`src/rtl/spi_seq_pkg.sv`:
```
// Shared types and constants for the ADC-to-DAC SPI pass-through sequencer.
package spi_seq_pkg;
    typedef enum logic [2:0] {IDLE, START, SHIFT, DONE, GAP} seq_state_e;

    localparam int         FRAME_BITS_C    = 16;
    localparam int         DATA_BITS_C     = 12;
    localparam logic [3:0] DAC_CTRL_NORMAL = 4'b0000;
endpackage

```
`src/rtl/sclk_tick_gen.sv`:
```
// SCLK divider: toggles sclk every CLK_DIV clocks while run is high, parks it low otherwise.
// rise_tick/fall_tick are high in the clock whose closing edge moves sclk.
module sclk_tick_gen
    import spi_seq_pkg::*;
#(
    parameter int CLK_DIV = 2
) (
    input  logic clock,
    input  logic reset,
    input  logic run,
    output logic sclk,
    output logic rise_tick,
    output logic fall_tick
);
    localparam int            CW   = (CLK_DIV > 1) ? $clog2(CLK_DIV) : 1;
    localparam logic [CW-1:0] LAST = CW'(CLK_DIV - 1);

    logic [CW-1:0] cnt_q, cnt_d;
    logic          sclk_q, sclk_d;
    logic          wrap;

    always_comb begin
        wrap   = run && (cnt_q == LAST);
        cnt_d  = '0;
        sclk_d = 1'b0;
        if (run) begin
            cnt_d  = wrap ? '0 : cnt_q + 1'b1;
            sclk_d = wrap ? ~sclk_q : sclk_q;
        end
    end

    always_ff @(posedge clock or posedge reset) begin
        if (reset) begin
            cnt_q  <= '0;
            sclk_q <= 1'b0;
        end else begin
            cnt_q  <= cnt_d;
            sclk_q <= sclk_d;
        end
    end

    assign sclk      = sclk_q;
    assign rise_tick = wrap && !sclk_q;
    assign fall_tick = wrap && sclk_q;
endmodule

```
`src/rtl/spi_passthru_sequencer.sv`:
```
// Frame sequencer: one ADC word in and one DAC word out per 16-bit SPI frame on a shared SCLK.
// Define SEQ_RAMP_EN to replace the DAC data with an incrementing ramp (ADC capture unchanged).
module spi_passthru_sequencer
    import spi_seq_pkg::*;
#(
    parameter int CLK_DIV    = 2,
    parameter int FRAME_BITS = FRAME_BITS_C,
    parameter int DATA_BITS  = DATA_BITS_C,
    parameter int GAP_CYCLES = 2
) (
    input  logic                 clock,
    input  logic                 reset,
    input  logic                 enable,
    input  logic                 adc_sdata,
    output logic                 sclk,
    output logic                 adc_cs_n,
    output logic                 dac_sync_n,
    output logic                 dac_sdata,
    output logic [DATA_BITS-1:0] sample,
    output logic                 sample_valid,
    output logic                 busy
);
    localparam int BW = $clog2(FRAME_BITS + 1);
    localparam int GW = $clog2(GAP_CYCLES + 1);

    seq_state_e            state_q, state_d;
    logic [BW-1:0]         bit_cnt_q, bit_cnt_d;
    logic [GW-1:0]         gap_cnt_q, gap_cnt_d;
    logic [DATA_BITS-1:0]  rx_q, rx_d, rx_shift;
    logic [FRAME_BITS-1:0] tx_q, tx_d;
    logic [FRAME_BITS-1:0] dac_word_q, dac_word_d;
    logic                  cs_n_q, cs_n_d;
    logic                  sync_n_q, sync_n_d;
    logic                  sdata_q, sdata_d;
    logic [DATA_BITS-1:0]  sample_q, sample_d;
    logic                  valid_q, valid_d;
    logic [DATA_BITS-1:0]  dac_data;
    logic                  rise_tick, fall_tick;

    sclk_tick_gen #(.CLK_DIV(CLK_DIV)) u_tick (
        .clock     (clock),
        .reset     (reset),
        .run       (state_q != IDLE),
        .sclk      (sclk),
        .rise_tick (rise_tick),
        .fall_tick (fall_tick)
    );

    // Only the low DATA_BITS of the frame survive, so older bits simply fall off the top.
    assign rx_shift = DATA_BITS'({rx_q, adc_sdata});

`ifdef SEQ_RAMP_EN
    logic [DATA_BITS-1:0] ramp_q, ramp_d;
    assign dac_data = ramp_q + 1'b1;
`else
    assign dac_data = rx_shift;
`endif

    always_comb begin
        state_d    = state_q;
        bit_cnt_d  = bit_cnt_q;
        gap_cnt_d  = gap_cnt_q;
        rx_d       = rx_q;
        tx_d       = tx_q;
        dac_word_d = dac_word_q;
        cs_n_d     = cs_n_q;
        sync_n_d   = sync_n_q;
        sdata_d    = sdata_q;
        sample_d   = sample_q;
        valid_d    = 1'b0;
`ifdef SEQ_RAMP_EN
        ramp_d     = ramp_q;
`endif
        case (state_q)
            IDLE: if (enable) state_d = START;
            START: begin
                if (fall_tick) begin
                    cs_n_d    = 1'b0;
                    sync_n_d  = 1'b0;
                    tx_d      = dac_word_q;
                    sdata_d   = dac_word_q[FRAME_BITS-1];
                    bit_cnt_d = '0;
                    state_d   = SHIFT;
                end
            end
            SHIFT: begin
                if (rise_tick && bit_cnt_q < BW'(FRAME_BITS)) sdata_d = tx_q[FRAME_BITS-1];
                if (fall_tick) begin
                    rx_d      = rx_shift;
                    tx_d      = tx_q << 1;
                    bit_cnt_d = bit_cnt_q + 1'b1;
                    // Last bit: close the frame on this same edge so CS low spans exactly FRAME_BITS periods.
                    if (bit_cnt_q == BW'(FRAME_BITS - 1)) begin
                        state_d    = DONE;
                        cs_n_d     = 1'b1;
                        sync_n_d   = 1'b1;
                        sdata_d    = 1'b0;
                        sample_d   = rx_shift;
                        valid_d    = 1'b1;
                        dac_word_d = FRAME_BITS'({DAC_CTRL_NORMAL, dac_data});
                        gap_cnt_d  = '0;
`ifdef SEQ_RAMP_EN
                        ramp_d     = dac_data;
`endif
                    end
                end
            end
            DONE, GAP: begin
                state_d = GAP;
                // Hand over to START one rise early so its fall is the last gap fall;
                // parking in IDLE waits for that fall so sclk is already low.
                if (gap_cnt_q == GW'(GAP_CYCLES - 1)) begin
                    if (rise_tick && enable) state_d = START;
                    else if (fall_tick)      state_d = IDLE;
                end else if (fall_tick) begin
                    gap_cnt_d = gap_cnt_q + 1'b1;
                end
            end
            default: state_d = IDLE;
        endcase
    end

    always_ff @(posedge clock or posedge reset) begin
        if (reset) begin
            state_q    <= IDLE;
            bit_cnt_q  <= '0;
            gap_cnt_q  <= '0;
            rx_q       <= '0;
            tx_q       <= '0;
            dac_word_q <= '0;
            cs_n_q     <= 1'b1;
            sync_n_q   <= 1'b1;
            sdata_q    <= 1'b0;
            sample_q   <= '0;
            valid_q    <= 1'b0;
        end else begin
            state_q    <= state_d;
            bit_cnt_q  <= bit_cnt_d;
            gap_cnt_q  <= gap_cnt_d;
            rx_q       <= rx_d;
            tx_q       <= tx_d;
            dac_word_q <= dac_word_d;
            cs_n_q     <= cs_n_d;
            sync_n_q   <= sync_n_d;
            sdata_q    <= sdata_d;
            sample_q   <= sample_d;
            valid_q    <= valid_d;
        end
    end

`ifdef SEQ_RAMP_EN
    always_ff @(posedge clock or posedge reset) begin
        if (reset) ramp_q <= '0;
        else       ramp_q <= ramp_d;
    end
`endif

    assign adc_cs_n     = cs_n_q;
    assign dac_sync_n   = sync_n_q;
    assign dac_sdata    = sdata_q;
    assign sample       = sample_q;
    assign sample_valid = valid_q;
    assign busy         = (state_q != IDLE);
endmodule

```
`config.mk`:
```
export PLATFORM = sky130hd
export DESIGN_NAME = spi_passthru_sequencer
export DESIGN_NICKNAME = d
export VERILOG_FILES = /design/src/rtl/spi_seq_pkg.sv /design/src/rtl/sclk_tick_gen.sv /design/src/rtl/spi_passthru_sequencer.sv
export SDC_FILE = /design/constraint.sdc
export NUM_CORES = 1
export LEC_CHECK = 0
export ABC_AREA = 1
export BUFFER_PORTS_ARGS = -buffer_cell sky130_fd_sc_hd__buf_2
export CORE_AREA = 2 2 71 73
export CTS_BUF_LIST = sky130_fd_sc_hd__clkbuf_8
export CTS_CLUSTER_SIZE = 14
export DETAILED_ROUTE_END_ITERATION = 7
export DIE_AREA = 0 0 73 75
export HOLD_SLACK_MARGIN = 0.05
export PLACE_DENSITY = 0.81
export REMOVE_ABC_BUFFERS = 1
export SLEW_MARGIN = 40
export SYNTH_ARGS = -nofsm -noshare
export SYNTH_HDL_FRONTEND = slang
export SYNTH_SLANG_ARGS = --single-unit
```
`constraint.sdc`:
```
create_clock -name clock -period 1.63 [get_ports clock]
set_input_delay 0.2445 -clock clock [delete_from_list [all_inputs] [get_ports clock]]
set_output_delay 0.2445 -clock clock [all_outputs]
set_load 0.02 [all_outputs]
```
==> results.toml <==
[synthesis]
yosys_warnings = 0
synth_area_leader_cell = "dfrtp_1"
ys_types = 27
synth_cells = 288
synth_common_cells = "83 x nand2_1, 53 x dfrtp_1, 45 x o21ai_0"
synth_seq_cells = 54
yosys.area.top_type_share = 0.5258
syn_avg_cell_area_sq_um = 8.758
synth_ff_type = "dfrtp_1"
synth_area_leaders = "dfrtp_1 53%, nand2_1 12%, o21ai_0 8.9%"
yosysSeqAreaShare = 0.5362
synth_edf_count = 0
synth_most_common_cell = "nand2_1"
netlist_area_sq_um = 2522
async_flop_share = 1.000

[placement]
port_buffers = 21
gp_congestion = 0.8451
place_ws_ns = -0.003843
place_hpwl_um = 2961
dp_cells = 358

[worst_hold_path]
min_path_type = "input port to flip-flop"

[route]
ant_nets = 0
avgRoutedWirePerCell_um = 12.75
drc = 0
routed_wl_um = 4770
dr.pass1.iters = 4
vias = 1908
vias_per_cell = 5.102
drtIter0Drc = 103

[global_routing]
grt_overflow = 0
grt_pass1_wl_um = 7831
grt_pass1_vias = 1701
antenna_found_initial = 0
grt_start_max_net_pins = 55
grtUsageTotal = 0.1867

[clock_tree]
root_buffer = "clkbuf_8"
cts_made_buffers = 5
cts_sinks = 54
cts_tree = "built"
clkTransAtPathRegs_ns = 0.10
htreeDepth = 2
insertion_delay_ns = 0.31
cts_buffer_depth = 2

[worst_setup_path]
crit_path_cell_trace = "ha_2, nand2_2, nor2_2, ha_2, buf_4, nand2_8, buf_12, nand2_1, o21ai_2"
end_kind = "flip-flop"
slowest_stage = "dfrtp_1"
arrival_ns = 1.78
crit_fanout = 12
r2r_setup_slack_ns = 0.06
crit_type = "flip-flop to flip-flop"
cp_common_cell = "ha_2"
critPathBufInv = 2
required_ns = 1.84
cpPeakStageDelay_ns = 0.38
startpoint_type = "flip-flop"
critPathTopFamily = "adder cells"

[sta]
worst_slack_ns = 0.06039
fmax_mhz = 637.1
hold_viol = 0
min_period_ns = 1.570
fin_worst_hold_slack_ns = 0.1481
rsz0062_at_grt = "yes"
fin_skew_ns = 0.007117
drv_slew = 0
max_slew_margin = 0.7574
fin_crit_sh = 0.9630
setup_violations = 0
worst_slew_pin_slew_ns = 0.3601

[floorplan]
num_rows = 25
initial_core_util = 0.5412
fp.dieArea_sq_um = 5475
pin_count = 22
die_x_um = 73
die_h_um = 75
core_sq_um = 4661

[final_layout]
drive_above_1_share = 0.2344
n_fill_cell = 381
stdcell_count = 374
syn_to_final_growth_pct = 15.18
n_antenna_cell = 0
final_nets = 326

[power]
ir_worst_vdd_mv = 0.8209
powerDensity_nw_per_um2 = 1135
p_leak_nw = 1.446

[run]
maxCapViolations = 0

[run_status]
status = "finished clean"
## what timing repair did
action	CTS	global route
hold buffers	1	0
buffers inserted	0	5
hold endpoints to repair	53	0
gates cloned	0	2
gates resized for setup	1	13
pin swaps	0	7
endpoints found under the setup margin	2	37
## routing by layer
layer	share of wire	track usage	vias up
met5	0	0	-
met4	0.011	0.05556	0
met3	0.035	0.03481	5
met2	0.48	0.3013	30
met1	0.47	0.2604	909
li1	-	-	964
## stage by stage
| stage | setup TNS, ns | power [W] | area [sq um] | util |
|---|---|---|---|---|
| 2_1_floorplan | -2.654 | 0.002208 | 2440 | - |
| 3_3_place_gp | 0 | 0.002408 | 2683 | 0.5756 |
| 3_5_place_dp | -0.003843 | 0.002433 | 2683 | 0.5756 |
| 4_1_cts | 0 | 0.003204 | 2790 | 0.5987 |
| 5_1_grt | -0.3452 | 0.003497 | 2905 | 0.6234 |
| 6_report | 0 | 0.003296 | 2905 | 0.6234 |
## kinds of logic after synthesis
kind of cell / count (synthesis) / share of synthesized area
AND/OR/NAND/NOR: 110 / 0.1974
AO/OA/AOI/OAI: 64 / 0.1483
buffers and inverters: 56 / 0.09970
flip-flops: 54 / 0.5362
adder cells (fa/ha/maj): 3 / 0.01488
XOR/XNOR: 1 / 0.003473
## final cells by class
type                            instances  area, sq um  share of cell area
Sequential cell                        54         1354              0.4660
Tap cell                               54        67.56             0.02326
Clock buffer                            6        82.58             0.02842
Multi-Input combinational cell        179        964.7              0.3320
Clock inverter                          2        12.51            0.004307
Timing Repair Buffer                   34        255.2             0.08786
Inverter                               45        168.9             0.05814
## worst paths after layout
check / start / endpoint / depth (start not counted)
min in group asynchronous: reset / rx_q[9] / 4
min reg2reg: gap_cnt_q[1] / gap_cnt_q[1] / 2
max in group asynchronous: reset / dac_sync_n / 4
max reg2reg: bit_cnt_q[1] / dac_word_q[11] / 9
min: adc_sdata / dac_word_q[0] / 3
max: bit_cnt_q[1] / dac_word_q[11] / 9
## worst min-delay path, stage by stage
cell and delay, ns:
buf_2 0.09, nand2_1 0.05, nand2_1 0.05
## sequential cells by signal, summed over array words and instances (netlist names)
register,count
bit_cnt_q,5
dac_sdata,1
dac_sync_n,1
dac_word_q,12
gap_cnt_q,2
rx_q,11
sample_valid,1
state_q,3
tx_q,16
u_tick.cnt_q,1
u_tick.sclk,1
## report_power, final
| group | switching [W] | internal (W) |
|---|---|---|
| logic | 0.000633 | 0.000303 |
| registers | 0.000124 | 0.00145 |
| clock network | 0.000437 | 0.000346 |
| total | 0.00119 | 0.00210 |
## cells in the final DEF, fill, tap and decap left out, drive strengths merged
master and count:
dfrtp 53, o211ai 1, dlygate4sd3 1, a21oi 5, nand4 4, buf 32
ha 3, nand3 8, nor3b 1, o21ai 57, clkbuf 7, xor2 1
nand2 86, dfstp 1, o21bai 1, nor2 12, inv 47
(Power assumes the default switching activity.)
